File: src/rtl/rx_fifo_if.sv
// rx_fifo_if: signal bundle between the UART receive side / host and rx_fifo.
//   master modport: drives RX_READY, DQ, FRAME_ERROR, RD_EN and OVF_CLR,
//                   and observes the FIFO status and head-entry outputs.
//   slave modport : the FIFO itself (rx_fifo).
//   Signals:
//     RX_READY    frame-complete flag from the receiver (may stay high)
//     DQ          received data word, valid while RX_READY is high
//     FRAME_ERROR stop-bit error tag of the current frame
//     RD_EN       pop head entry (ignored when EMPTY)
//     OVF_CLR     clear the sticky OVERFLOW flag
//     DOUT        head entry data (first-word-fall-through), 0 when EMPTY
//     DOUT_FE     head entry frame-error tag, 0 when EMPTY
//     EMPTY/FULL  occupancy flags derived from COUNT
//     COUNT       number of stored entries
//     OVERFLOW    sticky: a frame was dropped because the FIFO was full
//     FE_DROP_CNT saturating count of discarded errored frames
//                 (present only when RX_FIFO_DROP_FE_EN is defined)
interface rx_fifo_if #(
   parameter int DEPTH = 16,
   parameter int WIDTH = 8
);
   localparam int CW = $clog2(DEPTH) + 1;

   logic             RX_READY;
   logic [WIDTH-1:0] DQ;
   logic             FRAME_ERROR;
   logic             RD_EN;
   logic             OVF_CLR;
   logic [WIDTH-1:0] DOUT;
   logic             DOUT_FE;
   logic             EMPTY;
   logic             FULL;
   logic [CW-1:0]    COUNT;
   logic             OVERFLOW;
`ifdef RX_FIFO_DROP_FE_EN
   logic [7:0]       FE_DROP_CNT;
`endif

   modport master (
      output RX_READY, DQ, FRAME_ERROR, RD_EN, OVF_CLR,
      input  DOUT, DOUT_FE, EMPTY, FULL, COUNT, OVERFLOW
`ifdef RX_FIFO_DROP_FE_EN
      , input FE_DROP_CNT
`endif
   );

   modport slave (
      input  RX_READY, DQ, FRAME_ERROR, RD_EN, OVF_CLR,
      output DOUT, DOUT_FE, EMPTY, FULL, COUNT, OVERFLOW
`ifdef RX_FIFO_DROP_FE_EN
      , output FE_DROP_CNT
`endif
   );
endinterface

File: src/rtl/rx_fifo.sv
// rx_fifo: receive buffer placed directly after the UART receiver.
//   Captures {FRAME_ERROR, DQ} once per rising edge of RX_READY and queues
//   the entry in a first-word-fall-through FIFO popped by the host.
//   Ports:
//     CLK  system clock, rising edge
//     RST  synchronous reset, active high (discards all stored entries)
//     bus  rx_fifo_if.slave, see rx_fifo_if.sv for the signal list
//   Optional feature (macro RX_FIFO_DROP_FE_EN):
//     frames with FRAME_ERROR=1 are discarded instead of stored, counted
//     on FE_DROP_CNT (saturating at 255), and DOUT_FE is tied to 0.
module rx_fifo #(
   parameter int DEPTH = 16,
   parameter int WIDTH = 8
) (
   input logic       CLK,
   input logic       RST,
   rx_fifo_if.slave  bus
);
   localparam int AW = $clog2(DEPTH);
   localparam int CW = AW + 1;

   // Storage: one entry = {frame_error, data}; intentionally not reset.
   logic [WIDTH:0]  r_mem [DEPTH];
   logic [AW-1:0]   r_wr_ptr;
   logic [AW-1:0]   r_rd_ptr;
   logic [CW-1:0]   r_count;
   logic            r_overflow;
   logic            r_rdy_q;

   logic            w_wr_evt;
   logic            w_store_req;
   logic            w_empty;
   logic            w_full;
   logic            w_rd_ok;
   logic            w_wr_ok;
   logic            w_drop;
   logic [WIDTH:0]  w_head;

   assign w_wr_evt = bus.RX_READY & ~r_rdy_q;

`ifdef RX_FIFO_DROP_FE_EN
   logic [7:0] r_fe_drop_cnt;
   // Errored frames never reach the queue, so they cannot overflow it.
   assign w_store_req = w_wr_evt & ~bus.FRAME_ERROR;

   always_ff @(posedge CLK) begin
      if (RST) begin
         r_fe_drop_cnt <= '0;
      end else if (w_wr_evt && bus.FRAME_ERROR && (r_fe_drop_cnt != 8'hFF)) begin
         r_fe_drop_cnt <= r_fe_drop_cnt + 8'd1;
      end
   end

   assign bus.FE_DROP_CNT = r_fe_drop_cnt;
`else
   assign w_store_req = w_wr_evt;
`endif

   assign w_empty = (r_count == '0);
   assign w_full  = (r_count == CW'(DEPTH));
   assign w_rd_ok = bus.RD_EN & ~w_empty;
   // When full, a coincident pop frees the head slot, which is exactly
   // the slot wr_ptr points at, so the write can proceed.
   assign w_wr_ok = w_store_req & (~w_full | w_rd_ok);
   assign w_drop  = w_store_req & w_full & ~w_rd_ok;

   // Edge detector; set during reset so a level already high at release
   // is not mistaken for a new frame.
   always_ff @(posedge CLK) begin
      if (RST) begin
         r_rdy_q <= 1'b1;
      end else begin
         r_rdy_q <= bus.RX_READY;
      end
   end

   generate
      for (genvar gi = 0; gi < DEPTH; gi++) begin : g_mem
         always_ff @(posedge CLK) begin
            if (w_wr_ok && (r_wr_ptr == AW'(gi))) begin
               r_mem[gi] <= {bus.FRAME_ERROR, bus.DQ};
            end
         end
      end
   endgenerate

   always_ff @(posedge CLK) begin
      if (RST) begin
         r_wr_ptr <= '0;
         r_rd_ptr <= '0;
         r_count  <= '0;
      end else begin
         if (w_wr_ok) begin
            r_wr_ptr <= r_wr_ptr + AW'(1);
         end
         if (w_rd_ok) begin
            r_rd_ptr <= r_rd_ptr + AW'(1);
         end
         case ({w_wr_ok, w_rd_ok})
            2'b10:   r_count <= r_count + CW'(1);
            2'b01:   r_count <= r_count - CW'(1);
            default: r_count <= r_count;
         endcase
      end
   end

   // A drop in the same cycle as OVF_CLR keeps the flag set.
   always_ff @(posedge CLK) begin
      if (RST) begin
         r_overflow <= 1'b0;
      end else if (w_drop) begin
         r_overflow <= 1'b1;
      end else if (bus.OVF_CLR) begin
         r_overflow <= 1'b0;
      end
   end

   assign w_head = r_mem[r_rd_ptr];

   assign bus.DOUT     = w_empty ? '0 : w_head[WIDTH-1:0];
`ifdef RX_FIFO_DROP_FE_EN
   assign bus.DOUT_FE  = 1'b0;
`else
   assign bus.DOUT_FE  = w_empty ? 1'b0 : w_head[WIDTH];
`endif
   assign bus.EMPTY    = w_empty;
   assign bus.FULL     = w_full;
   assign bus.COUNT    = r_count;
   assign bus.OVERFLOW = r_overflow;
endmodule

File: src/flat_wrapper.sv
// flat-port wrapper written by rule: the top's interface ports become plain ports
module rx_fifo_flat 
#(
   parameter int DEPTH = 16,
   parameter int WIDTH = 8
)
  (CLK, RST, bus_RX_READY, bus_DQ, bus_FRAME_ERROR, bus_RD_EN, bus_OVF_CLR, bus_DOUT, bus_DOUT_FE, bus_EMPTY, bus_FULL, bus_COUNT, bus_OVERFLOW);
  rx_fifo_if #(.DEPTH(DEPTH), .WIDTH(WIDTH)) bus_i ();
  input logic CLK;
  input logic RST;
  input wire logic [$bits(bus_i.RX_READY)-1:0] bus_RX_READY;
  input wire logic [$bits(bus_i.DQ)-1:0] bus_DQ;
  input wire logic [$bits(bus_i.FRAME_ERROR)-1:0] bus_FRAME_ERROR;
  input wire logic [$bits(bus_i.RD_EN)-1:0] bus_RD_EN;
  input wire logic [$bits(bus_i.OVF_CLR)-1:0] bus_OVF_CLR;
  output wire logic [$bits(bus_i.DOUT)-1:0] bus_DOUT;
  output wire logic [$bits(bus_i.DOUT_FE)-1:0] bus_DOUT_FE;
  output wire logic [$bits(bus_i.EMPTY)-1:0] bus_EMPTY;
  output wire logic [$bits(bus_i.FULL)-1:0] bus_FULL;
  output wire logic [$bits(bus_i.COUNT)-1:0] bus_COUNT;
  output wire logic [$bits(bus_i.OVERFLOW)-1:0] bus_OVERFLOW;
  assign bus_i.RX_READY = bus_RX_READY;
  assign bus_i.DQ = bus_DQ;
  assign bus_i.FRAME_ERROR = bus_FRAME_ERROR;
  assign bus_i.RD_EN = bus_RD_EN;
  assign bus_i.OVF_CLR = bus_OVF_CLR;
  assign bus_DOUT = bus_i.DOUT;
  assign bus_DOUT_FE = bus_i.DOUT_FE;
  assign bus_EMPTY = bus_i.EMPTY;
  assign bus_FULL = bus_i.FULL;
  assign bus_COUNT = bus_i.COUNT;
  assign bus_OVERFLOW = bus_i.OVERFLOW;
  rx_fifo #(.DEPTH(DEPTH), .WIDTH(WIDTH)) u_core (.CLK(CLK), .RST(RST), .bus(bus_i));
endmodule
File: config.mk
export PLATFORM = sky130hd
export DESIGN_NAME = rx_fifo_flat
export DESIGN_NICKNAME = d
export VERILOG_FILES = /design/src/rtl/rx_fifo_if.sv /design/src/rtl/rx_fifo.sv /design/src/flat_wrapper.sv
export SDC_FILE = /design/constraint.sdc
export NUM_CORES = 1
export LEC_CHECK = 0
export CAP_MARGIN = 15
export CORE_UTILIZATION = 35
export DETAILED_ROUTE_END_ITERATION = 10
export MAX_ROUTING_LAYER = met4
export PLACE_DENSITY = 0.49
export SYNTH_ARGS = -nofsm -noshare
export SYNTH_HDL_FRONTEND = slang
export SYNTH_SLANG_ARGS = --single-unit
export TNS_END_PERCENT = 50
File: constraint.sdc
create_clock -name CLK -period 2.6 [get_ports CLK]
set_input_delay 0.26 -clock CLK [delete_from_list [all_inputs] [get_ports CLK]]
set_output_delay 0.26 -clock CLK [all_outputs]
set_load 0.005 [all_outputs]
==> metrics.yaml <==
outcome:
  outcome: "complete, but fails checks"
  violations: "negative setup slack"
global_routing:
  antenna_found_initial: 0
  grt_max_degree: 37
  grt_pass1_vias: 3406
  grtUsageTotal: 0.159
  busiest_layer: "met2"
  use_met2: 0.251
  grtUsageMet1: 0.201
  globalRouteMet3Util: 0.0419
  grt_pass1_wl_mm: 20.2
  grt_overflow: 0
yosys:
  yosysSeqAreaShare: 0.732
  yosysWarnings: 0
  syn_nets: 365
  synth_edf_count: 144
  netlist_area_um2: 6430
  syn_area_per_cell_um2: 18.6
  synthFlopType: "edfxtp_1"
  synth_cell_types: 36
  postSynthCellCount: 345
  ys_seq_elements: 163
  async_flop_share: 0
worst_setup_path:
  critPathCaptureType: "output port"
  path_max_fanout: 9
  crit_required_ns: 2.34
  crit_arrival_ns: 2.36
  cp-start-kind: "flip-flop"
  r2r_cells: 9
  path_class: "reg -> out"
timing:
  post-route-period-util: 1.01
  worst_pin_slew_ns: 0.640
  finClkSkew_ns: 0.00656
  max_freq_mhz: 382
  fin_ws_ns: -0.0208
  setup_viol_count_final: 1
  slew_headroom: 0.572
  hold_violations: 0
  period_minus_slack_ns: 2.62
  rsz0062_at_grt: "true"
  drv_slew: 0
  tns_ns: -0.0208
finish:
  antenna_cells: 0
  fin_nets: 432
  final_common_cell: "edfxtp_1"
  nFillCells: 1594
  drive_above_1_share: 0.273
  final_util: 0.440
  fin_area_um2: 7900
  final_cell_mix: "edfxtp_1, mux4_2, buf_4"
  syn2layout_area_growth_pct: 22.8
clock_tree:
  clock_tree.buffer_depth: 2
  cts-buffers-inserted: 17
  clk_pin_slew_ns: 0.06
  cts_tree: "yes"
  cts_root_buf: "clkbuf_16"
  hold_buffers: 0
  clk_latency_ns: 0.41
  cts.htree.levels: 4
  cts.sinks: 163
job:
  max_cap_violations: 0
drt:
  ant_nets: 0
  via_per_inst: 5.06
  drc_errors: 0
  dr.pass1.iters: 4
  wire_per_inst_um: 20.3
  wirelength_mm: 13.3
  drt_iter0_drc: 198
  vias: 3307
place:
  place.port_buffers: 30
  routabilityCongestion: 0.773
  hpwl_mm: 8.56
  place_area_um2: 7190
hold_path:
  hold_path.class: "in -> reg"
  min_path_cells: 4
floorplanning:
  boundaryPins: 31
  die_h_um: 138
  rows: 49
  design.core.area_um2: 18000
  die_w_um: 138
  initial_core_util: 0.358
  dieArea_um2: 18900
pwr:
  vdd_drop_max_uv: 481
  p_leak_nw: 2.55
  powerDensity_nw_per_um2: 862
  p_total_w: 0.00681
## power by group
group / switching (W) / leakage (nW) / internal (W)
combinational: 0.000640 / 0.837 / 0.000816
sequential: 0.0000761 / 1.45 / 0.00289
clock: 0.000973 / 0.264 / 0.00141
## synthesized netlist by cell type, types with 4 or more instances
cell,count,area [um2]
xor2_1,6,52.6
nor3_1,5,25.0
nand2b_1,5,31.3
dfxtp_1,19,380
a31oi_1,4,25.0
nor2_1,25,93.8
o22ai_1,9,56.3
nand3_1,5,25.0
a21oi_1,9,45.0
mux4_2,36,811
edfxtp_1,144,4320
mux2i_1,19,190
clkbuf_1,9,33.8
buf_2,6,30.0
nand2_1,10,37.5
ha_1,6,75.1
## registers in the layout (all words and copies together), names as in the netlist, named ones only
| name | count |
|---|---|
| u_core.r_rdy_q | 1 |
| u_core.bus.OVERFLOW | 1 |
| u_core.r_wr_ptr | 4 |
| u_core.bus.COUNT | 5 |
| u_core.r_rd_ptr | 4 |
| u_core.r_mem | 144 |
## per-stage QoR
step | setup WS [ns] | cells | hold WS (ns)
2_1_floorplan | 0.303 | 345 | 0.329
3_3_place_gp | 0.108 | 616 | 0.479
3_5_place_dp | 0.112 | 616 | 0.497
4_1_cts | -0.0830 | 648 | 0.450
5_1_grt | -0.129 | 654 | 0.476
6_report | -0.0208 | 654 | 0.463
## layer usage
metal  wire [um]  up-vias
met5           0        -
met1        6070     1712
met2        6600       73
met3         527        5
li1            -     1517
met4          74        0
## final cells by class
type,count,area [um2],area share
inverters,5,18.8,0.00238
repair buffers,65,632,0.0800
clock buffers,19,433,0.0548
multi-input cells,160,1680,0.213
well taps,229,287,0.0363
flip-flops and latches,163,4710,0.596
clock inverters,13,138,0.0174
## final timing paths
kind	from	to	slack [ns]
max reg2reg	u_core.bus.COUNT[0]$_SDFFE_PP0P_	u_core.bus.COUNT[4]$_SDFFE_PP0P_	0.27
min reg2reg	u_core.bus.OVERFLOW$_SDFFE_PP0P_	u_core.bus.OVERFLOW$_SDFFE_PP0P_	0.50
min	bus_OVF_CLR	u_core.bus.OVERFLOW$_SDFFE_PP0P_	0.46
max	flip-flop	bus_DOUT_FE	-0.02
## worst max-delay path, stage by stage (launching register included)
cell	delay, ns
dfxtp_4	0.44
buf_12	0.17
mux4_2	0.52
mux2i_1	0.18
o22ai_1	0.16
clkdlybuf4s50_1	0.48
## timing repair
action,CTS,global route
setup endpoints to repair,9,11
gates cloned,0,1
buffers inserted,0,5
resized for setup,8,11
## cell families after synthesis
family          Yosys count  synth area share
xor+xnor                  7           0.00954
flops                   163             0.732
mux                      56             0.158
fa+ha+maj                 6            0.0117
compound gates           30            0.0292
simple gates             61            0.0448
buf+inv                  22            0.0152
(Power assumes the default switching activity.)
